## config.mk

```make
export PLATFORM = sky130hd
export DESIGN_NAME = spi_xfer_ctrl
export DESIGN_NICKNAME = d
export VERILOG_FILES = /design/src/rtl/spi_pkg.sv /design/src/rtl/spi_clk_div.sv /design/src/rtl/spi_xfer_ctrl.sv
export SDC_FILE = /design/constraint.sdc
export NUM_CORES = 1
export LEC_CHECK = 0
export BUFFER_PORTS_ARGS = -buffer_cell sky130_fd_sc_hd__buf_4
export CAP_MARGIN = 25
export CORE_MARGIN = 3
export CORE_UTILIZATION = 57
export DETAILED_ROUTE_END_ITERATION = 6
export PLACE_DENSITY = 0.79
export SLEW_MARGIN = 20
export SYNTH_ARGS = -nofsm -noshare
export SYNTH_HDL_FRONTEND = slang
export SYNTH_SLANG_ARGS = --single-unit
export TNS_END_PERCENT = 50
```

## constraint.sdc

```tcl
create_clock -name clk -period 4.2 [get_ports clk]
set_clock_uncertainty 0.15 [all_clocks]
set_input_delay 0.42 -clock clk [delete_from_list [all_inputs] [get_ports clk]]
set_output_delay 0.42 -clock clk [all_outputs]
set_load 0.1 [all_outputs]
```

## src/rtl/spi_pkg.sv

```systemverilog
// Shared definitions for the SPI master transfer path: the sequencer state
// type, default frame and divider widths, and the idle levels of the SPI pins.
package spi_pkg;

   typedef enum logic [1:0] {
      IDLE,
      LEAD,
      SHIFT,
      TRAIL
   } xfer_state_t;

   localparam int SPI_DATA_BYTES = 4;
   localparam int SPI_WORD_W     = SPI_DATA_BYTES * 8;
   localparam int SPI_DIV_W      = 8;

   localparam logic SCLK_RST = 1'b0;
   localparam logic MOSI_RST = 1'b0;
   localparam logic SS_N_RST = 1'b1;

endpackage

```

## src/rtl/spi_clk_div.sv

```systemverilog
// Half-period timer for sclk generation. Counts 0..div and flags the terminal
// count; the count restarts from zero on terminal count or whenever the owner
// asserts clear (used to align every state entry to a fresh half-period).
module spi_clk_div
   import spi_pkg::*;
#(
   parameter int DIV_W = SPI_DIV_W
) (
   input  logic             clk,
   input  logic             reset,
   input  logic             clear,
   input  logic [DIV_W-1:0] div,
   output logic             tc
);

   logic [DIV_W-1:0] count;

   assign tc = (count == div);

   // Free-running half-period counter. It never wraps on its own because it
   // reloads at div, so a full-scale div gives 2^DIV_W cycles per half-period.
   always_ff @(posedge clk or posedge reset) begin
      if (reset) begin
         count <= '0;
      end else if (clear || tc) begin
         count <= '0;
      end else begin
         count <= count + DIV_W'(1);
      end
   end

endmodule

```

## src/rtl/spi_xfer_ctrl.sv

```systemverilog
// SPI mode-0 frame sequencer: frames one word with ss_n, generates sclk from a
// latched divider, shifts tx out MSB-first and captures miso into rx_data.
// Optional build macro SPI_LOOPBACK_EN adds a loopback input that feeds the
// receive shifter from the internal mosi instead of the miso pin.
module spi_xfer_ctrl
   import spi_pkg::*;
#(
   parameter int DATA_BYTES = SPI_WORD_W / 8,
   parameter int DIV_W      = SPI_DIV_W
) (
   input  logic                    clk,
   input  logic                    reset,
   input  logic                    start,
   input  logic [DATA_BYTES*8-1:0] tx_data,
   input  logic [DIV_W-1:0]        clk_div,
   output logic                    busy,
   output logic                    done,
   output logic [DATA_BYTES*8-1:0] rx_data,
   output logic                    sclk,
   output logic                    mosi,
   input  logic                    miso,
`ifdef SPI_LOOPBACK_EN
   input  logic                    loopback,
`endif
   output logic                    ss_n
);

   localparam int N     = DATA_BYTES * 8;
   localparam int CNT_W = $clog2(N);
   localparam logic [CNT_W-1:0] LAST_BIT = CNT_W'(N - 1);

   xfer_state_t      state, stateNext;
   logic             sclkReg, sclkNext;
   logic             mosiReg, mosiNext;
   logic             ssNReg, ssNNext;
   logic             busyReg, busyNext;
   logic             doneReg, doneNext;
   logic [N-1:0]     rxData, rxDataNext;
   logic [N-1:0]     rxShift, rxShiftNext;
   logic [N-2:0]     txShift, txShiftNext;
   logic [CNT_W-1:0] bitCnt, bitCntNext;
   logic [DIV_W-1:0] divLatched, divNext;
   logic             divClear;
   logic             tc;
   logic             sampleBit;

   // The MSB of the word goes straight onto mosi at acceptance, so the tx
   // shifter only has to hold the remaining N-1 bits.
`ifdef SPI_LOOPBACK_EN
   assign sampleBit = loopback ? mosiReg : miso;
`else
   assign sampleBit = miso;
`endif

   assign divClear = (state == IDLE);

   spi_clk_div #(
      .DIV_W (DIV_W)
   ) divider (
      .clk   (clk),
      .reset (reset),
      .clear (divClear),
      .div   (divLatched),
      .tc    (tc)
   );

   assign busy    = busyReg;
   assign done    = doneReg;
   assign rx_data = rxData;
   assign sclk    = sclkReg;
   assign mosi    = mosiReg;
   assign ss_n    = ssNReg;

   // Next-state and next-output logic. Every pin is registered, so each
   // transition here sets the value the pins will show in the following
   // cycle. TRAIL spans two half-periods of ss_n hold after the last falling
   // edge; bitCnt is free by then and marks which half we are in. That makes
   // a frame LEAD(1) + SHIFT(2N-1) + TRAIL(2) = 2N+2 half-periods long.
   always_comb begin
      stateNext   = state;
      sclkNext    = sclkReg;
      mosiNext    = mosiReg;
      ssNNext     = ssNReg;
      busyNext    = busyReg;
      doneNext    = 1'b0;
      rxDataNext  = rxData;
      rxShiftNext = rxShift;
      txShiftNext = txShift;
      bitCntNext  = bitCnt;
      divNext     = divLatched;
      unique case (state)
         IDLE: begin
            if (start) begin
               stateNext   = LEAD;
               txShiftNext = tx_data[N-2:0];
               divNext     = clk_div;
               busyNext    = 1'b1;
               ssNNext     = 1'b0;
               mosiNext    = tx_data[N-1];
               bitCntNext  = '0;
               rxShiftNext = '0;
            end
         end
         LEAD: begin
            if (tc) begin
               stateNext   = SHIFT;
               sclkNext    = 1'b1;
               rxShiftNext = {rxShift[N-2:0], sampleBit};
            end
         end
         SHIFT: begin
            if (tc) begin
               if (sclkReg) begin
                  sclkNext = 1'b0;
                  if (bitCnt < LAST_BIT) begin
                     mosiNext    = txShift[N-2];
                     txShiftNext = {txShift[N-3:0], 1'b0};
                     bitCntNext  = bitCnt + CNT_W'(1);
                  end else begin
                     stateNext  = TRAIL;
                     bitCntNext = '0;
                  end
               end else begin
                  sclkNext    = 1'b1;
                  rxShiftNext = {rxShift[N-2:0], sampleBit};
               end
            end
         end
         TRAIL: begin
            if (tc) begin
               if (bitCnt == '0) begin
                  bitCntNext = CNT_W'(1);
               end else begin
                  stateNext  = IDLE;
                  ssNNext    = 1'b1;
                  busyNext   = 1'b0;
                  doneNext   = 1'b1;
                  rxDataNext = rxShift;
                  mosiNext   = 1'b0;
                  bitCntNext = '0;
               end
            end
         end
         default: begin
            stateNext = IDLE;
         end
      endcase
   end

   // State and output registers. Reset drops everything back to the idle pin
   // levels immediately, discarding any frame in progress without a done.
   always_ff @(posedge clk or posedge reset) begin
      if (reset) begin
         state      <= IDLE;
         sclkReg    <= SCLK_RST;
         mosiReg    <= MOSI_RST;
         ssNReg     <= SS_N_RST;
         busyReg    <= 1'b0;
         doneReg    <= 1'b0;
         rxData     <= '0;
         rxShift    <= '0;
         txShift    <= '0;
         bitCnt     <= '0;
         divLatched <= '0;
      end else begin
         state      <= stateNext;
         sclkReg    <= sclkNext;
         mosiReg    <= mosiNext;
         ssNReg     <= ssNNext;
         busyReg    <= busyNext;
         doneReg    <= doneNext;
         rxData     <= rxDataNext;
         rxShift    <= rxShiftNext;
         txShift    <= txShiftNext;
         bitCnt     <= bitCntNext;
         divLatched <= divNext;
      end
   end

endmodule

```

==> impl_metrics.csv <==
group,metric,value,unit
detailed_routing,viasPerCell,5.28,
pwr,irDropWorstVdd,0.244,mV
global_route,grt_use_total,19.9,%
synth,yosysSeqAreaShare,53.7,%
cells_and_area,final_nets,595,
clock_tree,cts_buffer_depth,2,
sta,fin_crit_sh,75.0,%
detailed_routing,ant_nets,0,
pwr,p_leak,3.71,nW
global_route,grt_pass1_vias,3856,
die,coreArea,9500,sq um
pwr,powerDensity,374,nW/um^2
die,ioPinCount,81,
detailed_routing,vias,3612,
detailed_routing,drcViolationCount,0,
clock_tree,cts-root-buf,"clkbuf_8",
die,dieHeight,106,microns
synth,synth.distinct_cells,44,
die,dieWidth,106,microns
die,start_util,60.3,%
cells_and_area,area_growth,22.7,%
cells_and_area,drive_gt1_share,31.4,%
placed_design,dpl_cell_area,6380,sq um
setup_path,rrSetupSlack,1.05,ns
detailed_routing,drt_wl_total,10.4,mm
cells_and_area,finish.cell_count_without_fillers,684,
clock_tree,cts_tree,"done",
synth,yosys_register_bits,123,
sta,hold_viol,0,
placed_design,io_buffer_count,80,
pwr,total_power,2.63,mW
cells_and_area,multi_input_area,2340,sq um
clock_tree,h-tree-depth,4,
die,fp-row-count,35,
global_route,grt-ovfl-total,0,
global_route,met3_usage,6.38,%
global_route,grt_pass1_wl,18.0,mm
hold_path,min_path_type,"in2reg",
synth,synth_fp_nets,502,
clock_tree,cts.sinks,123,
clock_tree,path_clk_slew,0.06,ns
clock_tree,cts-buffers-inserted,17,
setup_path,critPathArrivalTime,3.39,ns
detailed_routing,drtPass1Iterations,5,
synth,syn_inst,449,
die,dieArea,11300,sq um
synth,synth_common_cells,"dfrtp_1, mux2_1, inv_1, mux2_2, nand2_1",
cells_and_area,design_area,7030,sq um
synth,synth_edf_count,0,
cells_and_area,nFillCells,656,
clock_tree,cts_resized,0,
setup_path,crit_path_start_kind,"register",
setup_path,critPathKind,"reg2reg",
detailed_routing,drt_iter0_drc,96,
placed_design,dp.cells,643,
status,status,"complete, no violations",
sta,rsz0062_at_grt,"false",
run,max_cap_viol_count,0,
sta,fmax,318,MHz
global_route,met1_usage,24.6,%
sta,finalSetupViolCount,0,
clock_tree,post_cts_buffers,0,
synth,syn_avg_cell_area,12.8,sq um
setup_path,crit_required,4.44,ns
global_route,grtUsageMet2,33.2,%
synth,async_flop_share,100,%
detailed_routing,wl_per_cell,15.2,microns
cells_and_area,seqCellArea,3080,sq um
setup_path,crit_path_end_kind,"register",
sta,worst_pin_slew,1.01,ns
cells_and_area,diodes,0,
synth,yosys.cell_count.top_type,"dfrtp_1",
sta,period_needed,3.15,ns
synth,synth_flop_cell,"dfrtp_1",
placed_design,routabilityCongestion,0.831,
clock_tree,insertion_delay,0.51,ns
global_route,top_usage_layer,"met2",
synth,netlist_area,5730,sq um
global_route,antenna_found_initial,0,
clock_tree,postCtsHoldBufs,8,
placed_design,dpl.hpwl,6.77,mm
synth,synth_area_leaders,"dfrtp_1, mux2_1, mux2_2",
global_route,grt_max_degree,87,
synth,yosysTopAreaCell,"dfrtp_1",
sta,final_max_slew_viol_count,0,
sta,tns,0,ns
synth,synth.top_cell.area_share,53.3,%
setup_path,crit_fanout,42,
synth,yosys_warnings,0,
sta,max_slew_margin,32.4,%
state kept, by name, indices dropped and copies added (netlist names):
name / flops
ss_n: 1
bitCnt: 5
busy: 1
txShift: 31
sclk: 1
divLatched: 8
mosi: 1
state: 2
rx_data: 32
done: 1
rxShift: 32
divider.count: 8
placed cells by master (no fill, tap or decap), types with 9 or more instances in the layout:
cell type,Yosys,routed
buf_4,1,85
clkbuf_16,0,16
nand3_1,9,9
nor2_1,14,14
ha_1,9,9
mux2i_1,34,34
dfrtp_1,122,122
dlygate4sd3_1,0,9
inv_1,43,42
mux2_2,43,43
mux2_1,60,60
nand2_1,38,38
critical path, cell delays in order, from the launching register on:
cell and delay [ns]:
dfrtp_1 0.41, inv_1 0.14, ha_1 0.19, buf_4 0.44
o21ai_0 0.28, o21ai_0 0.17, nand3_2 0.65, mux2_1 0.58
routing by layer:
metal,vias up,wire length [microns]
li1,1718,-
met1,1798,4420
met2,86,5270
met3,10,558
met4,0,133
met5,-,0
kinds of logic after synthesis:
family | Yosys count | share of synthesized area (%)
AOI/OAI and AO/OA | 27 | 3.30
xor gates and xnor gates | 14 | 2.66
adders and majority gates | 9 | 1.97
buffers and inverters | 63 | 5.41
DFF | 123 | 53.7
muxes | 137 | 26.2
and+or+nand+nor | 76 | 6.75
area by class of cell:
| class | instances | share of cell area [%] |
|---|---|---|
| inverters | 43 | 2.37 |
| multi-input cells | 263 | 33.3 |
| repair buffers | 94 | 10.4 |
| well taps | 129 | 2.29 |
| clock inverters | 14 | 1.96 |
| flip-flops and latches | 123 | 43.8 |
| clock buffers | 18 | 5.94 |
worst paths after layout:
kind	from	to	cells after the start
max	state[0]	txShift[14]	7
min	miso	rxShift[0]	3
max reg2reg	state[0]	txShift[14]	7
min reg2reg	ss_n	ss_n	2
max in group asynchronous	reset	txShift[28]	4
min in group asynchronous	reset	txShift[20]	3
through the flow:
step / utilization (%) / worst slack [ns] / hold WS [ns]
2_1_floorplan: - / 0.361 / 0.309
3_3_place_gp: 67.2 / 1.22 / 0.317
3_5_place_dp: 67.2 / 1.05 / 0.322
4_1_cts: 73.9 / 1.03 / 0.0539
5_1_grt: 74.0 / 0.786 / 0.0611
6_report: 74.0 / 1.05 / 0.0715
power by group:
group | switching [mW] | internal [mW]
Clock | 0.547 | 0.798
Combinational | 0.0396 | 0.0405
Sequential | 0.0105 | 1.20
(Power assumes the default switching activity.)
